===== src/rtl/phased_tick_gen_pkg.sv =====
// phased_tick_pkg: config address map, config FSM states and period floor for phased_tick_gen
package phased_tick_pkg;
  localparam int MIN_PERIOD = 2;
  typedef enum logic {IDLE, PENDING} cfg_state_t;
  function automatic int addr_period(input int n_ch);
    return n_ch;
  endfunction
  function automatic int addr_commit(input int n_ch);
    return n_ch + 1;
  endfunction
endpackage


===== src/rtl/phased_tick_gen_chan.sv =====
// phased_tick_chan: one tick channel (phase match, output register; PHASED_TICK_PULSE_STRETCH_EN adds a PULSE_W stretch counter)
module phased_tick_chan #(
  parameter int CNT_W   = 21,
  parameter int PULSE_W = 1
) (
  input  logic             clk,
  input  logic             rst_n,
  input  logic             en,
  input  logic [CNT_W-1:0] cnt,
  input  logic [CNT_W-1:0] phase,
  output logic             pulse_d,
  output logic             pulse
);
  logic hit;
  if (PULSE_W < 1 || PULSE_W > 255) begin : g_bad_pulse_w
    $error("phased_tick_chan: PULSE_W must be 1..255");
  end
  assign hit = en && cnt == phase;
`ifdef PHASED_TICK_PULSE_STRETCH_EN
  logic [7:0] left, left_d;
  // A match (re)loads the width, enabled clocks count it down, disabled clocks freeze it
  always_comb begin
    left_d  = !en ? left : hit ? 8'(PULSE_W) : left != '0 ? left - 8'd1 : left;
    pulse_d = left_d != '0;
  end
  // Stretch counter register
  always_ff @(posedge clk or negedge rst_n)
    if (!rst_n) left <= '0;
    else left <= left_d;
`else
  assign pulse_d = hit;
`endif
  // Registered tick output, one clock after the match
  always_ff @(posedge clk or negedge rst_n)
    if (!rst_n) pulse <= 1'b0;
    else pulse <= pulse_d;
endmodule


===== src/rtl/phased_tick_gen.sv =====
// phased_tick_gen: N-channel phased tick generator, config committed at frame wrap; PHASED_TICK_PULSE_STRETCH_EN stretches ticks to PULSE_W clocks
module phased_tick_gen
  import phased_tick_pkg::*;
#(
  parameter int N_CH       = 4,
  parameter int CNT_W      = 21,
  parameter int DEF_PERIOD = 2000000,
  parameter int PULSE_W    = 1,
  parameter int ADDR_W     = $clog2(N_CH + 2)
) (
  input  logic              F50M,
  input  logic              RESET,
  input  logic              en,
  input  logic              cfg_valid,
  output logic              cfg_ready,
  input  logic [ADDR_W-1:0] cfg_addr,
  input  logic [CNT_W-1:0]  cfg_data,
  output logic [N_CH-1:0]   pulse,
  output logic              pulse_any,
  output logic              frame_start,
  output logic [CNT_W-1:0]  cnt_o
);
  localparam logic [CNT_W-1:0]  MIN_P = CNT_W'(MIN_PERIOD);
  localparam logic [ADDR_W-1:0] A_PER = ADDR_W'(addr_period(N_CH));
  localparam logic [ADDR_W-1:0] A_COM = ADDR_W'(addr_commit(N_CH));
  cfg_state_t state, state_d;
  logic [CNT_W-1:0] cnt, period_r, period_s;
  logic [N_CH-1:0] pulse_d;
  logic wrap, wr, apply;
  if (N_CH < 1 || N_CH > 16 || DEF_PERIOD < MIN_PERIOD || longint'(DEF_PERIOD) >= (longint'(1) << CNT_W)) begin : g_bad_cfg
    $error("phased_tick_gen: N_CH or DEF_PERIOD out of range");
  end
  // Wrap detect, accepted-write strobe and commit handshake; writes are blocked while a commit waits
  always_comb begin
    cfg_ready = state == IDLE;
    wrap      = en && cnt == period_r - CNT_W'(1);
    wr        = cfg_valid && cfg_ready;
    apply     = state == PENDING && wrap;
    state_d   = state == IDLE ? (wr && cfg_addr == A_COM ? PENDING : IDLE) : (wrap ? IDLE : PENDING);
  end
  // Config FSM state register
  always_ff @(posedge F50M or negedge RESET)
    if (!RESET) state <= IDLE;
    else state <= state_d;
  // Frame counter, period shadow/active pair (floored at commit) and aligned frame/any flags
  always_ff @(posedge F50M or negedge RESET)
    if (!RESET) begin
      cnt         <= '0;
      period_r    <= CNT_W'(DEF_PERIOD);
      period_s    <= CNT_W'(DEF_PERIOD);
      frame_start <= 1'b0;
      pulse_any   <= 1'b0;
    end else begin
      if (en) cnt <= wrap ? '0 : cnt + CNT_W'(1);
      if (wr && cfg_addr == A_PER) period_s <= cfg_data;
      if (apply) period_r <= period_s < MIN_P ? MIN_P : period_s;
      frame_start <= wrap;
      pulse_any   <= |pulse_d;
    end
  for (genvar k = 0; k < N_CH; k++) begin : g_ch
    localparam logic [CNT_W-1:0] DEF_PH = CNT_W'((k + 1) * DEF_PERIOD / N_CH - 1);
    logic [CNT_W-1:0] phase_r, phase_s;
    // Phase shadow takes writes; the active phase copies it only at the committed wrap
    always_ff @(posedge F50M or negedge RESET)
      if (!RESET) begin
        phase_r <= DEF_PH;
        phase_s <= DEF_PH;
      end else begin
        if (wr && cfg_addr == ADDR_W'(k)) phase_s <= cfg_data;
        if (apply) phase_r <= phase_s;
      end
    phased_tick_chan #(.CNT_W(CNT_W), .PULSE_W(PULSE_W)) u_chan (
      .clk(F50M), .rst_n(RESET), .en(en), .cnt(cnt), .phase(phase_r),
      .pulse_d(pulse_d[k]), .pulse(pulse[k])
    );
  end
  assign cnt_o = cnt;
endmodule


===== config.mk =====
export PLATFORM = sky130hd
export DESIGN_NAME = phased_tick_gen
export DESIGN_NICKNAME = d
export VERILOG_FILES = /design/src/rtl/phased_tick_gen_pkg.sv /design/src/rtl/phased_tick_gen_chan.sv /design/src/rtl/phased_tick_gen.sv
export SDC_FILE = /design/constraint.sdc
export NUM_CORES = 1
export LEC_CHECK = 0
export BUFFER_PORTS_ARGS = -buffer_cell sky130_fd_sc_hd__buf_2
export CAP_MARGIN = 40
export CORE_UTILIZATION = 54
export CTS_CLUSTER_SIZE = 30
export DETAILED_ROUTE_END_ITERATION = 6
export PLACE_DENSITY = 0.76
export SYNTH_ARGS = -nofsm -noshare
export SYNTH_HDL_FRONTEND = slang
export SYNTH_SLANG_ARGS = --single-unit

===== constraint.sdc =====
create_clock -name F50M -period 3.1 [get_ports F50M]
set_input_delay 0.465 -clock F50M [delete_from_list [all_inputs] [get_ports F50M]]
set_output_delay 0.465 -clock F50M [all_outputs]
set_load 0.05 [all_outputs]

After elaboration in Yosys (flattened, before gate mapping)
Index checks and enable logic that the tools add are counted.

cells by class
  equal/unequal tests = 10
  magnitude comparators = 1
  mux-type cells = 5
  bitwise logic cells = 1
  reductions and logical operators = 15
  add/sub/neg operators = 2

operators by type and width
  operator               number
  $eq 21x21->1           5
  $mux 21                2
  $add 21x1->21 const B  1
  $lt 21x2->1 const B    1
  $sub 21x1->21 const B  1
  $logic_and 1x1->1      13
  $eq 3x2->1 const B     2
  $eq 3x3->1 const B     2
  $reduce_or 4->1        1
  $eq 3x1->1 const B     1
  $logic_not 3->1        1
  $mux 1                 3
  $not 1->1              1

storage, ports and cells
  word-level logic and storage cells = 52
  register bits = 238
  output and inout port bits = 28
  input port bits = 28

Longest topological paths before layout
  word-level depth = 5
  depth in mapped cells = 12
  mapped depth without buffers = 9

Modules after synthesis
A second synthesis with hierarchy kept.

second synthesis, totals
  cells, all modules = 810
  area, all modules = 11,055.6 um^2

by module, submodules not included
  module            times used  sequential area each (um^2)  area each (um^2)  cells each
  phased_tick_gen   1           5,998.3                      10,034.6          690
  phased_tick_chan  4           25.0                         255.2             30

Least setup slack after synthesis
Ideal clock, no wire load.

  kind = reg2reg
  start point = register period_r[0]
  end point = register g_ch[0].phase_r[12]
  data required time = 2.973 ns
  clock period less this slack = 3.406 ns
  buffers on the path = 3
  setup slack = -0.306 ns
  stages on the path, launching flop included = 13
  arrival time = 3.279 ns
  setup time = 0.127 ns
  path through = dfrtp_1 > inv_1 > ha_1 > or4b_1 > clkbuf_1 > nor4_1 > xnor2_1 > o211ai_1 > or4b_1 > nor4_4 > buf_6 > buf_6 > mux2_1

on the way
  longest elaborated chain between the ends = 4

ends and longest elaborated chain
  element                   RTL line               text
  start: declaration        phased_tick_gen.sv:27  logic [CNT_W-1:0] cnt, period_r, period_s;
  start signal: assignment  phased_tick_gen.sv:49  period_r <= CNT_W'(DEF_PERIOD);
  start signal: assignment  phased_tick_gen.sv:56  if (apply) period_r <= period_s < MIN_P ? MIN_P : period_s;
  $sub 21x1->21             phased_tick_gen.sv:36  wrap = en && cnt == period_r - CNT_W'(1);
  $eq 21x21->1              phased_tick_gen.sv:36
  $logic_and 1x1->1         phased_tick_gen.sv:36
  $logic_and 1x1->1         phased_tick_gen.sv:38  apply = state == PENDING && wrap;
  end signal: assignment    phased_tick_gen.sv:70  if (apply) phase_r <= phase_s;
  end: declaration          phased_tick_gen.sv:62  logic [CNT_W-1:0] phase_r, phase_s;

No other way between the ends.
A chain may end at the register's enable or synchronous reset.

Worst setup path after layout
  start point = register period_r[0]
  end point = register g_ch[2].phase_r[5]

on the way
  longest elaborated chain between the ends = 4

ends and longest elaborated chain
  element                 RTL line
  $sub 21x1->21           phased_tick_gen.sv:36
  $eq 21x21->1            phased_tick_gen.sv:36
  $logic_and 1x1->1       phased_tick_gen.sv:36
  $logic_and 1x1->1       phased_tick_gen.sv:38
  end signal: assignment  phased_tick_gen.sv:70
  end: declaration        phased_tick_gen.sv:62

No other way between the ends.

==> summary.md <==
| Metric | Value |
|---|---|
| Fin crit share | 106% |
| Synthesized cell area | 0.0111 mm^2 |
| Initial core utilization | 54.9% |
| Most common cell after layout, fill and taps aside | mux2_2 |
| Max Cap Viol | 0 |
| GP Congestion | roughly 0.96 |
| Total CTS buffers | 25 |
| Setup TNS Final | -13450 ps |
| Iteration-0 DRC Markers | 462 |
| Yosys top cell area share | between 20 and 30% |
| Initial antenna violation count | 0 |
| Total core area | 0.0202 mm^2 |
| IO buf count | between 50 and 60 |
| Clock Sinks | 238 |
| Data required time of the worst path | 3510 ps |
| Die area | 0.0211 mm^2 |
| Row count | 52 |
| Wire length of the first global-routing pass | 43.2 mm |
| Total gr overflow | 0 |
| Top post-synthesis cells by area | dfrtp_1 28%, dfstp_2 27%, mux2_2 16%, xor2_1 8.1%, mux2_1 4.9% |
| Most frequent cells in the layout | 131 x mux2_2, 124 x dfrtp_1, 114 x dfstp_2, 103 x xor2_1, 84 x buf_4 |
| Via density per instance | 5.68 |
| R2R Setup Slk | -180 ps |
| Peak supply drop | 0.000360 V |
| Slew of the pin with the lowest slew margin | between 700 and 800 ps |
| R2R Path End | g_ch[2].phase_r[5]$_DFFE_PN0P_ |
| Drt total wl | around 28 mm |
| CTS H-tree lvls | 1 |
| Leakage | 6.67 nW |
| Clk buf depth | 3 |
| Setup-failing EPs final | roughly 100 |
| Clock skew | 15.5 ps |
| Final nets | 1007 |
| Clk_lat worst skew | between 500 and 600 ps |
| TritonCTS clock tree | built |
| Slew Viols, Final | 0 |
| RSZ-0062 raised after global routing | yes |
| Outcome | finished with violations |
| Worst Path Arrival | around 3700 ps |
| Syn Area/Cell | 13.2 um^2 |
| Pwr/cell area | 517 mW/mm^2 |
| F_max | 305 MHz |
| P&R area growth vs syn | 22.1% |
| Dominant synthesized flop cell | dfrtp_1 |
| Asr flop ratio synth | 100% |
| #FFs+latches synth | roughly 240 |
| Total track usage | ~27% |
| Vias in the first global route | 7561 |
| Worst r2r src | period_r[0]$_DFFE_PN0P_ |
| Ys Warns | 0 |
| Worst setup margin | -179 ps |
| Hold slack final | 226 ps |
| DRC viols | 0 |
| Post-synthesis sequential area ratio | 55.1% |
| Diodes inserted | 0 |
| Die height | 145 um |
| Failing checks | setup timing |
| Routed Antenna Nets | 0 |
| Post-synth top area cell | dfrtp_1 |
| Mapped Cells | around 840 |
| Final min period | 3280 ps |
| Largest net degree at the start of global routing | 90 |
| CP Class | reg2reg |
| Worst slew margin | 49.5% |
| HP Class | in2reg |
| Vias | approximately 7000 |
| Drt first pass iters | 5 |
| Clock slew seen by the registers of the worst setup and hold paths | 60 ps |
| Root Driver | clkbuf_16 |
| Worst Setup SP | period_r[0]$_DFFE_PN0P_ |
| Final HPWL DP | 18.9 mm |
| Max Fanout on Critical Path | 20 |
| I/O pins | 56 |
| Routed len/inst | about 22 um |
| Post-synth net total | roughly 870 |
| Fraction of layout cells with a size suffix above 1 | roughly half |
| Die width | ~150 um |
| Crit end category | register |
| Post-synth EDFFs | 0 |
| Number of library cell types mapped by synthesis | 52 |
| Hold Vio Cnt, Final | 0 |
| Startpoint types | register |
| Register-to-Register Path Depth | 12 |
| Worst Setup EP | g_ch[2].phase_r[5]$_DFFE_PN0P_ |
final cells by class:
cell class,count,area (um^2)
well taps,270,338
multi-input cells,542,4960
inverters,9,33.8
fillers,1444,6650
repair buffers,161,1290
clock inverters,7,52.6
clock buffers,39,749
flip-flops and latches,238,6100
per-stage QoR:
step | std cells | power [mW] | utilization, % | setup WS [ps] | cell area [um^2]
after floorplan | 842 | 3.74 | - | -63.7 | 11100
after global placement | 1200 | 4.09 | 60.7 | -126 | 12200
after detailed placement | 1200 | 4.10 | 60.7 | -161 | 12200
after CTS | 1264 | 7.01 | 66.5 | -118 | 13400
after global routing | 1266 | 7.22 | 67.0 | -278 | 13500
final | 1266 | 6.99 | 67.0 | -179 | 13500
power breakdown:
group	switching (mW)	leakage [nW]	internal [mW]
clock	1.23	0.395	1.67
combinational	0.587	3.40	0.292
sequential	0.0449	2.88	3.16
total	1.86	6.67	5.13
metal layers:
metal | wire, um | vias up | global-route usage (%)
li1 | - | 3229 | -
met1 | 12000 | 3665 | 36.2
met2 | 13100 | 209 | 44.1
met3 | 1200 | 82 | 3.96
met4 | 1350 | 0 | 10.1
met5 | 0 | - | 0
worst min-delay path by stage:
stage                                    from  cells after the start  slack [ps]                              to
2_1_floorplan                           RESET                      0         170            cnt_o[0]$_DFFE_PN0P_
3_3_place_gp   g_ch[0].phase_s[7]$_DFFE_PN0P_                      1         470  g_ch[0].phase_r[7]$_DFFE_PN0P_
3_5_place_dp   g_ch[1].phase_s[6]$_DFFE_PN0P_                      1         470  g_ch[1].phase_r[6]$_DFFE_PN0P_
4_1_cts                           cfg_data[5]                      2         220         period_s[5]$_DFFE_PN0P_
5_1_grt                           cfg_data[5]                      2         220  g_ch[2].phase_s[5]$_DFFE_PN0P_
6_report                          cfg_data[5]                      2         230         period_s[5]$_DFFE_PN0P_
registers in the layout, summed over array words and instances (netlist names):
name               flops
state                  1
period_s              21
cnt_o                 21
frame_start            1
period_r              21
g_ch.phase_r          84
pulse_any              1
g_ch.u_chan.pulse      4
g_ch.phase_s          84
kinds of logic after synthesis:
kind of cell / count (synthesis) / synth area share [%]
buffers and inverters: 62 / 2.70
adder cells (fa/ha/maj): 2 / 0.226
XOR/XNOR: 132 / 10.4
multiplexers: 211 / 21.4
AND/OR/NAND/NOR: 164 / 8.25
AO/OA/AOI/OAI: 33 / 1.90
flip-flops: 238 / 55.1
cells in the mapped netlist (5+ instances only):
master    number
a21oi_1        5
buf_6          6
nor3_1         9
xor2_1       103
nand2_1       22
or3_1          6
nor4_1        32
xnor2_1       29
dfstp_2      114
buf_1          5
clkbuf_1      33
mux2_1        48
nand4_1       10
buf_2          5
nand3_1       17
nor2_1        38
mux2_2       160
dfrtp_1      124
inv_1          9
o21ai_0       10
repair_timing:
action | 4_1_cts | 5_1_grt
endpoints found under the hold margin | 52 | 0
pin swaps | 2 | 6
gates cloned | 2 | 2
hold buffers | 1 | 0
endpoints found under the setup margin | 101 | 127
buffers inserted | 15 | 4
gates resized for setup | 49 | 20
critical path: stages (launching register included):
cell,delay [ps]
dfrtp_1,410
inv_2,100
ha_4,130
or4b_4,510
nor4_4,210
xnor2_2,160
o211ai_1,110
or4b_4,510
nor4_4,180
buf_4,170
buf_12,130
buf_12,170
mux2_2,340
Note: power is estimated with default switching activity, not from simulation.
